$ cat config.mk
export PLATFORM = sky130hd
export DESIGN_NAME = weight_mem_sequencer
export DESIGN_NICKNAME = d
export VERILOG_FILES = /design/src/rtl/weight_seq_pkg.sv /design/src/rtl/nested_addr_counter.sv /design/src/rtl/weight_mem_sequencer.sv
export SDC_FILE = /design/constraint.sdc
export NUM_CORES = 1
export LEC_CHECK = 0
export CAP_MARGIN = 20
export CORE_ASPECT_RATIO = 0.8
export CORE_MARGIN = 2
export CORE_UTILIZATION = 37
export DETAILED_ROUTE_END_ITERATION = 6
export PLACE_DENSITY_LB_ADDON = 0.12
export SKIP_LAST_GASP = 1
export SLEW_MARGIN = 15
export SYNTH_ARGS = -nofsm -noshare
export SYNTH_HDL_FRONTEND = slang
export SYNTH_SLANG_ARGS = --single-unit
export TNS_END_PERCENT = 10
$ cat constraint.sdc
create_clock -name clk -period 1.5 [get_ports clk]
set_input_delay 0.225 -clock clk [delete_from_list [all_inputs] [get_ports clk]]
set_output_delay 0.225 -clock clk [all_outputs]
set_load 0.01 [all_outputs]
$ cat src/rtl/weight_seq_pkg.sv
// Shared types and default geometry for the weight memory sequencer.
package weight_seq_pkg;

  localparam int unsigned LAYER_SIZE_DEF  = 4;
  localparam int unsigned LAYER_DEPTH_DEF = 4;
  localparam int unsigned BIT_SIZE_DEF    = 16;

  // Address field widths for the default geometry.
  localparam int unsigned LW = $clog2(LAYER_DEPTH_DEF);
  localparam int unsigned NW = $clog2(LAYER_SIZE_DEF);

  typedef enum logic [1:0] {
    StIdle,
    StLoad,
    StRun,
    StFlush
  } state_e;

endpackage

$ cat src/rtl/nested_addr_counter.sv
// Layer / outer / inner address counter. Inner counts fastest; the optional outer level
// sits between inner and layer. `last` flags the final position for the programmed layer
// count, and stepping past it wraps every level back to zero.
module nested_addr_counter #(
  parameter int unsigned LW        = 2,
  parameter int unsigned NW        = 2,
  parameter bit          HAS_OUTER = 1'b1
) (
  input  logic          clk,
  input  logic          rst_n,
  input  logic          clr,
  input  logic          en,
  input  logic [LW:0]   layer_limit,
  output logic [LW-1:0] layer,
  output logic [NW-1:0] outer,
  output logic [NW-1:0] inner,
  output logic          last
);

  logic inner_wrap;
  logic outer_wrap;

  assign inner_wrap = &inner;
  assign outer_wrap = HAS_OUTER ? (&outer) : 1'b1;
  assign last       = inner_wrap && outer_wrap &&
                      ({1'b0, layer} == (layer_limit - (LW+1)'(1)));

  // Counter state: clear wins over enable; levels carry on wrap of the level below.
  always_ff @(posedge clk or negedge rst_n) begin
    if (!rst_n) begin
      layer <= '0;
      outer <= '0;
      inner <= '0;
    end else if (clr) begin
      layer <= '0;
      outer <= '0;
      inner <= '0;
    end else if (en) begin
      inner <= inner + 1'b1;
      if (HAS_OUTER && inner_wrap) outer <= outer + 1'b1;
      if (inner_wrap && outer_wrap) layer <= last ? '0 : layer + 1'b1;
    end
  end

endmodule

$ cat src/rtl/weight_mem_sequencer.sv
// Weight memory sequencer: turns a valid/ready weight stream into banked writes (LOAD) and
// sweeps one full column per cycle out of the memory for the MAC array (RUN). The memory
// read is expected to be qualified by run_stall so its output holds while stalled.
module weight_mem_sequencer
  import weight_seq_pkg::*;
#(
  parameter int unsigned LAYER_SIZE  = LAYER_SIZE_DEF,
  parameter int unsigned LAYER_DEPTH = LAYER_DEPTH_DEF,
  parameter int unsigned BIT_SIZE    = BIT_SIZE_DEF
) (
  input  logic                           clk,
  input  logic                           rst_n,
  input  logic [$clog2(LAYER_DEPTH):0]   num_layers,
  input  logic                           load_start,
  input  logic                           load_valid,
  output logic                           load_ready,
  input  logic [BIT_SIZE-1:0]            load_data,
  input  logic                           run_start,
  input  logic                           run_stall,
  output logic                           mem_we,
  output logic [$clog2(LAYER_DEPTH)-1:0] mem_wr_layer,
  output logic [$clog2(LAYER_SIZE)-1:0]  mem_wr_node,
  output logic [$clog2(LAYER_SIZE)-1:0]  mem_wr_bank,
  output logic [BIT_SIZE-1:0]            mem_wr_data,
  output logic [$clog2(LAYER_DEPTH)-1:0] mem_rd_layer,
  output logic [$clog2(LAYER_SIZE)-1:0]  mem_rd_node,
  output logic                           w_valid,
  output logic [$clog2(LAYER_DEPTH)-1:0] w_layer,
  output logic [$clog2(LAYER_SIZE)-1:0]  w_node,
  output logic                           w_last,
  output logic                           busy,
  output logic                           done,
  output logic                           err
);

  localparam int unsigned LAYER_W = $clog2(LAYER_DEPTH);
  localparam int unsigned NODE_W  = $clog2(LAYER_SIZE);

  state_e               state_q, state_d;
  logic [LAYER_W:0]     num_q, num_d;
  logic                 err_q, err_d;
  logic                 done_q, done_d;
  logic                 w_valid_q, w_valid_d;
  logic                 w_last_q, w_last_d;
  logic [LAYER_W-1:0]   w_layer_q, w_layer_d;
  logic [NODE_W-1:0]    w_node_q, w_node_d;

  logic                 legal;
  logic                 ld_clr, ld_en, ld_last;
  logic [LAYER_W-1:0]   ld_layer;
  logic [NODE_W-1:0]    ld_bank, ld_node;
  logic                 rd_clr, rd_en, rd_last;
  logic [LAYER_W-1:0]   rd_layer;
  logic [NODE_W-1:0]    rd_node;
  logic [NODE_W-1:0]    unused_rd_outer;

  assign legal = (num_layers != '0) && (num_layers <= (LAYER_W+1)'(LAYER_DEPTH));

  nested_addr_counter #(
    .LW        (LAYER_W),
    .NW        (NODE_W),
    .HAS_OUTER (1'b1)
  ) u_load_cnt (
    .clk         (clk),
    .rst_n       (rst_n),
    .clr         (ld_clr),
    .en          (ld_en),
    .layer_limit (num_q),
    .layer       (ld_layer),
    .outer       (ld_bank),
    .inner       (ld_node),
    .last        (ld_last)
  );

  nested_addr_counter #(
    .LW        (LAYER_W),
    .NW        (NODE_W),
    .HAS_OUTER (1'b0)
  ) u_run_cnt (
    .clk         (clk),
    .rst_n       (rst_n),
    .clr         (rd_clr),
    .en          (rd_en),
    .layer_limit (num_q),
    .layer       (rd_layer),
    .outer       (unused_rd_outer),
    .inner       (rd_node),
    .last        (rd_last)
  );

  // Next-state, counter control, write strobes and tag pipeline updates.
  always_comb begin
    state_d     = state_q;
    num_d       = num_q;
    err_d       = err_q;
    done_d      = 1'b0;
    w_valid_d   = w_valid_q;
    w_layer_d   = w_layer_q;
    w_node_d    = w_node_q;
    w_last_d    = w_last_q;
    ld_clr      = 1'b0;
    ld_en       = 1'b0;
    rd_clr      = 1'b0;
    rd_en       = 1'b0;
    load_ready  = 1'b0;
    mem_we      = 1'b0;
    mem_wr_data = '0;
    unique case (state_q)
      StIdle: begin
        w_valid_d = 1'b0;
        w_last_d  = 1'b0;
        if (load_start || run_start) begin
          if (legal) begin
            err_d = 1'b0;
            num_d = num_layers;
            if (load_start) begin
              state_d = StLoad;
              ld_clr  = 1'b1;
            end else begin
              state_d = StRun;
              rd_clr  = 1'b1;
            end
          end else begin
            err_d = 1'b1;
          end
        end
      end
      StLoad: begin
        load_ready  = 1'b1;
        ld_en       = load_valid;
        mem_we      = load_valid;
        mem_wr_data = load_data;
        if (load_valid && ld_last) begin
          state_d = StIdle;
          done_d  = 1'b1;
        end
      end
      StRun: begin
        if (!run_stall) begin
          rd_en     = 1'b1;
          w_valid_d = 1'b1;
          w_layer_d = rd_layer;
          w_node_d  = rd_node;
          w_last_d  = rd_last;
          if (rd_last) state_d = StFlush;
        end
      end
      StFlush: begin
        // The final column is on the bus now; retire it on the first unstalled cycle.
        if (!run_stall) begin
          w_valid_d = 1'b0;
          w_last_d  = 1'b0;
          state_d   = StIdle;
          done_d    = 1'b1;
        end
      end
      default: state_d = StIdle;
    endcase
    if ((state_q != StIdle) && (load_start || run_start)) err_d = 1'b1;
  end

  // State, status and tag pipeline registers.
  always_ff @(posedge clk or negedge rst_n) begin
    if (!rst_n) begin
      state_q   <= StIdle;
      num_q     <= '0;
      err_q     <= 1'b0;
      done_q    <= 1'b0;
      w_valid_q <= 1'b0;
      w_layer_q <= '0;
      w_node_q  <= '0;
      w_last_q  <= 1'b0;
    end else begin
      state_q   <= state_d;
      num_q     <= num_d;
      err_q     <= err_d;
      done_q    <= done_d;
      w_valid_q <= w_valid_d;
      w_layer_q <= w_layer_d;
      w_node_q  <= w_node_d;
      w_last_q  <= w_last_d;
    end
  end

  assign mem_wr_layer = ld_layer;
  assign mem_wr_bank  = ld_bank;
  assign mem_wr_node  = ld_node;
  assign mem_rd_layer = rd_layer;
  assign mem_rd_node  = rd_node;
  assign w_valid      = w_valid_q;
  assign w_layer      = w_layer_q;
  assign w_node       = w_node_q;
  assign w_last       = w_last_q;
  assign busy         = (state_q != StIdle);
  assign done         = done_q;
  assign err          = err_q;

endmodule

==> impl_metrics.csv <==
group,metric,value,unit
power_and_ir_drop,pwr-share-comb,0.528,
power_and_ir_drop,seqPwrFrac,0.326,
cells_and_area,seq_area,576,um^2
critical_path,cp_max_fo,8,
worst_hold_path,hold_path.class,"input pin to async pin",
clock_network,clockBufferDepth,2,
cells_and_area,antennaDiodeCount,0,
cells_and_area,area_delta_synth_final,73.1,%
synthesis,ys_seq_area_frac,0.434,
timing,drv_slew,0,
timing,max_freq,0.640,GHz
power_and_ir_drop,power.leakage,1.06,nW
synthesis,synth.area.mux_share,0.0821,
floorplanning,placeableCoreArea,0.00342,mm^2
critical_path,crit_path_end_kind,"primary output",
cells_and_area,final_area,0.00230,mm^2
routing,met1Wirelength,1600,um
synthesis,synth_compound_area_frac,0.105,
synthesis,avgSynthCellArea,9.75,um^2
power_and_ir_drop,power_switching,0.997,mW
synthesis,netlist_area,0.00133,mm^2
placement,placed_area,0.00220,mm^2
synthesis,synthArstFlopShare,1.00,
routing,vias,1331,
grt,antenna_found_initial,0,
floorplanning,rows,19,
synthesis,netlist_top_cells_count,"dfrtp_1, and2_1, nand2_1, nor2_1, inv_1",
routing,ant_nets,0,
placement,portBuffers,61,
clock_network,tritoncts,"done",
clock_network,htreeDepth,1,
clock_network,insertion_delay,270,ps
timing,setup_viol,28,
outcome,violations,"setup timing",
synthesis,synth-edff-count,0,
critical_path,required,1270,ps
placement,hpwl,2940,um
floorplanning,die_w,70.9,um
critical_path,ff2ff_path_depth,6,
synthesis,synth_fp_nets,165,
routing,drt_iter0_drc,62,
routing,wl_met3,176,um
synthesis,synthFlopType,"dfrtp_1",
timing,rsz0062_at_grt,"true",
grt,grt_pass1_vias,1348,
synthesis,yosys.area_share.simple,0.246,
critical_path,reg2reg_to,"w_last",
synthesis,yosys_warnings,0,
cells_and_area,drive_gt1_frac,0.363,
routing,wl_per_cell,14.1,um
floorplanning,boundaryPins,62,
grt,gr-usage-all-layers,0.183,
cells_and_area,fillers,287,
clock_network,clk_pin_slew_worst_paths,90,ps
timing,hold_viol,0,
clock_network,cts_sinks,23,
cells_and_area,final_nets,256,
timing,period_share,1.04,
synthesis,synth.area.top_cells,"dfrtp_1, and2_1, mux2_2",
synthesis,synth.distinct_cells,41,
routing,viasPerCell,4.97,
power_and_ir_drop,p_sw_frac,0.362,
power_and_ir_drop,vdd_drop_max,1120,uV
timing,fin_tns_setup,-739,ps
grt,overflow,0,
synthesis,synth.most_common_cell,"dfrtp_1",
routing,top_layer,"met4",
placement,gp_congestion,0.911,
grt,grt_pass1_wl,5990,um
critical_path,start_kind,"flip-flop",
power_and_ir_drop,p_clk_frac,0.146,
synthesis,syn_inst,136,
synthesis,ys_ff_latch,23,
timing,worst_pin_slew,317,ps
critical_path,r2r_start,"num_q[1]",
timing,max-slew-margin-rel,0.788,
placement,dp_slack,-332,ps
routing,dr_wl_met2,1940,um
clock_network,holdBufCountCts,0,
timing,fin_crit,1560,ps
timing,clock-skew-final,1.96,ps
clock_network,cts_inserted_buffers,3,
cells_and_area,layoutNonFillerInstCount,268,
power_and_ir_drop,pwr_density_cell,1200,mW/mm^2
synthesis,synth_fa_ha_area_frac,0.0377,
routing,drc,0,
routing,finalWirelength,3770,um
power_and_ir_drop,intPower,1.76,mW
critical_path,ff2ff_setup_slack,-50,ps
floorplanning,initial_core_util,0.387,
power_and_ir_drop,finalPower,2.75,mW
timing,layout_setup_ws,-63.2,ps
synthesis,yosys.area.top_type,"dfrtp_1",
synthesis,synth_xor_area_frac,0.0528,
clock_network,cts.root.buffer_cell,"clkbuf_8",
synthesis,synth_top_family_by_area,"simple AND/OR/NAND/NOR gates",
grt,grt_max_degree,24,
floorplanning,fp.dieArea,0.00408,mm^2
critical_path,worstSetupPathType,"flip-flop to primary output",
flow_run,drv_cap,0,
cells_and_area,postLayoutCoreUtil,0.671,
critical_path,arrival,1340,ps
outcome,status,"finished, violations left",
routing,dr.pass1.iters,4,
floorplanning,die_h,57.6,um
synthesis,yosys.area.top_type_share,0.434,
timing,whs,311,ps
placement,dp.cells,261,
cells_and_area,multiInputGateArea,808,um^2
-- per-layer routing --
| metal | vias to the layer above | global-route usage |
|---|---|---|
| met3 | 8 | 0.0530 |
| met4 | 0 | 0.0404 |
| met2 | 38 | 0.319 |
| li1 | 643 | - |
| met5 | - | 0 |
| met1 | 642 | 0.226 |
-- worst max-delay path, cell delays in order (launching register included) --
cell and delay (ps):
dfrtp_1 390, buf_4 180, nor2_2 140, inv_2 80
dlygate4sd2_1 280
-- how the worst max path moves through the flow --
stage	cells after the start	start	slack, ps	to
after floorplan	5	state_q[0]	-20	num_q[0]
after global placement	6	num_layers[1]	-270	u_load_cnt.layer[1]
after detailed placement	6	num_layers[1]	-330	u_load_cnt.layer[1]
after CTS	6	num_q[1]	-110	u_load_cnt.layer[1]
after global routing	4	state_q[1]	-120	mem_wr_data[15]
final	4	state_q[0]	-60	busy
-- state kept, by name, summed over array words and instances (netlist names) --
register and cells:
u_load_cnt.layer 2, w_node 2, err 1, num_q 3
state_q 2, w_valid 1, u_run_cnt.layer 2, w_layer 2
w_last 1, u_load_cnt.outer 2, u_load_cnt.inner 2, done 1
u_run_cnt.inner 2
-- power groups by stage --
stage / Sequential (mW) / Combinational (mW) / Clock, mW
5_1_grt: 0.913 / 1.57 / 0.438
3_3_place_gp: 0.877 / 1.24 / 0
3_5_place_dp: 0.889 / 1.28 / 0
6_report: 0.898 / 1.45 / 0.402
4_1_cts: 0.889 / 1.36 / 0.414
2_1_floorplan: 0.919 / 0.610 / 0
-- kinds of logic after synthesis --
group / count (synthesis)
AND/OR/NAND/NOR: 57
AO/OA/AOI/OAI: 20
flip-flops: 23
XOR/XNOR: 8
adder cells (fa/ha/maj): 4
buffers and inverters: 14
multiplexers: 10
-- final cells by class --
cell class,instances,area share
Inverter,9,0.0147
Multi-Input combinational cell,99,0.352
Sequential cell,23,0.251
Clock inverter,1,0.00218
Tap cell,42,0.0229
Timing Repair Buffer,91,0.340
Clock buffer,3,0.0180
-- cells in the final DEF, fill, tap and decap left out, types with 2 or more instances in the layout --
master / instances
ha_1: 3
mux2_2: 7
clkbuf_8: 3
inv_2: 3
or3_1: 2
nor2_1: 9
a21oi_1: 4
mux2i_1: 3
nand2_2: 3
nor3_1: 2
nand3_1: 4
nor3_4: 2
and2_4: 3
clkbuf_2: 11
dfrtp_1: 23
and2_1: 13
nand2_1: 8
o21ai_0: 3
buf_2: 3
xnor2_1: 3
inv_1: 6
clkdlybuf4s50_1: 42
xor2_1: 3
buf_6: 6
buf_4: 27
-- what timing repair did --
item	4_1_cts	5_1_grt
gates resized for setup	47	38
buffers inserted	0	1
pin swaps	5	8
gates cloned	0	2
setup endpoints to repair	34	37
(Power assumes the default switching activity.)
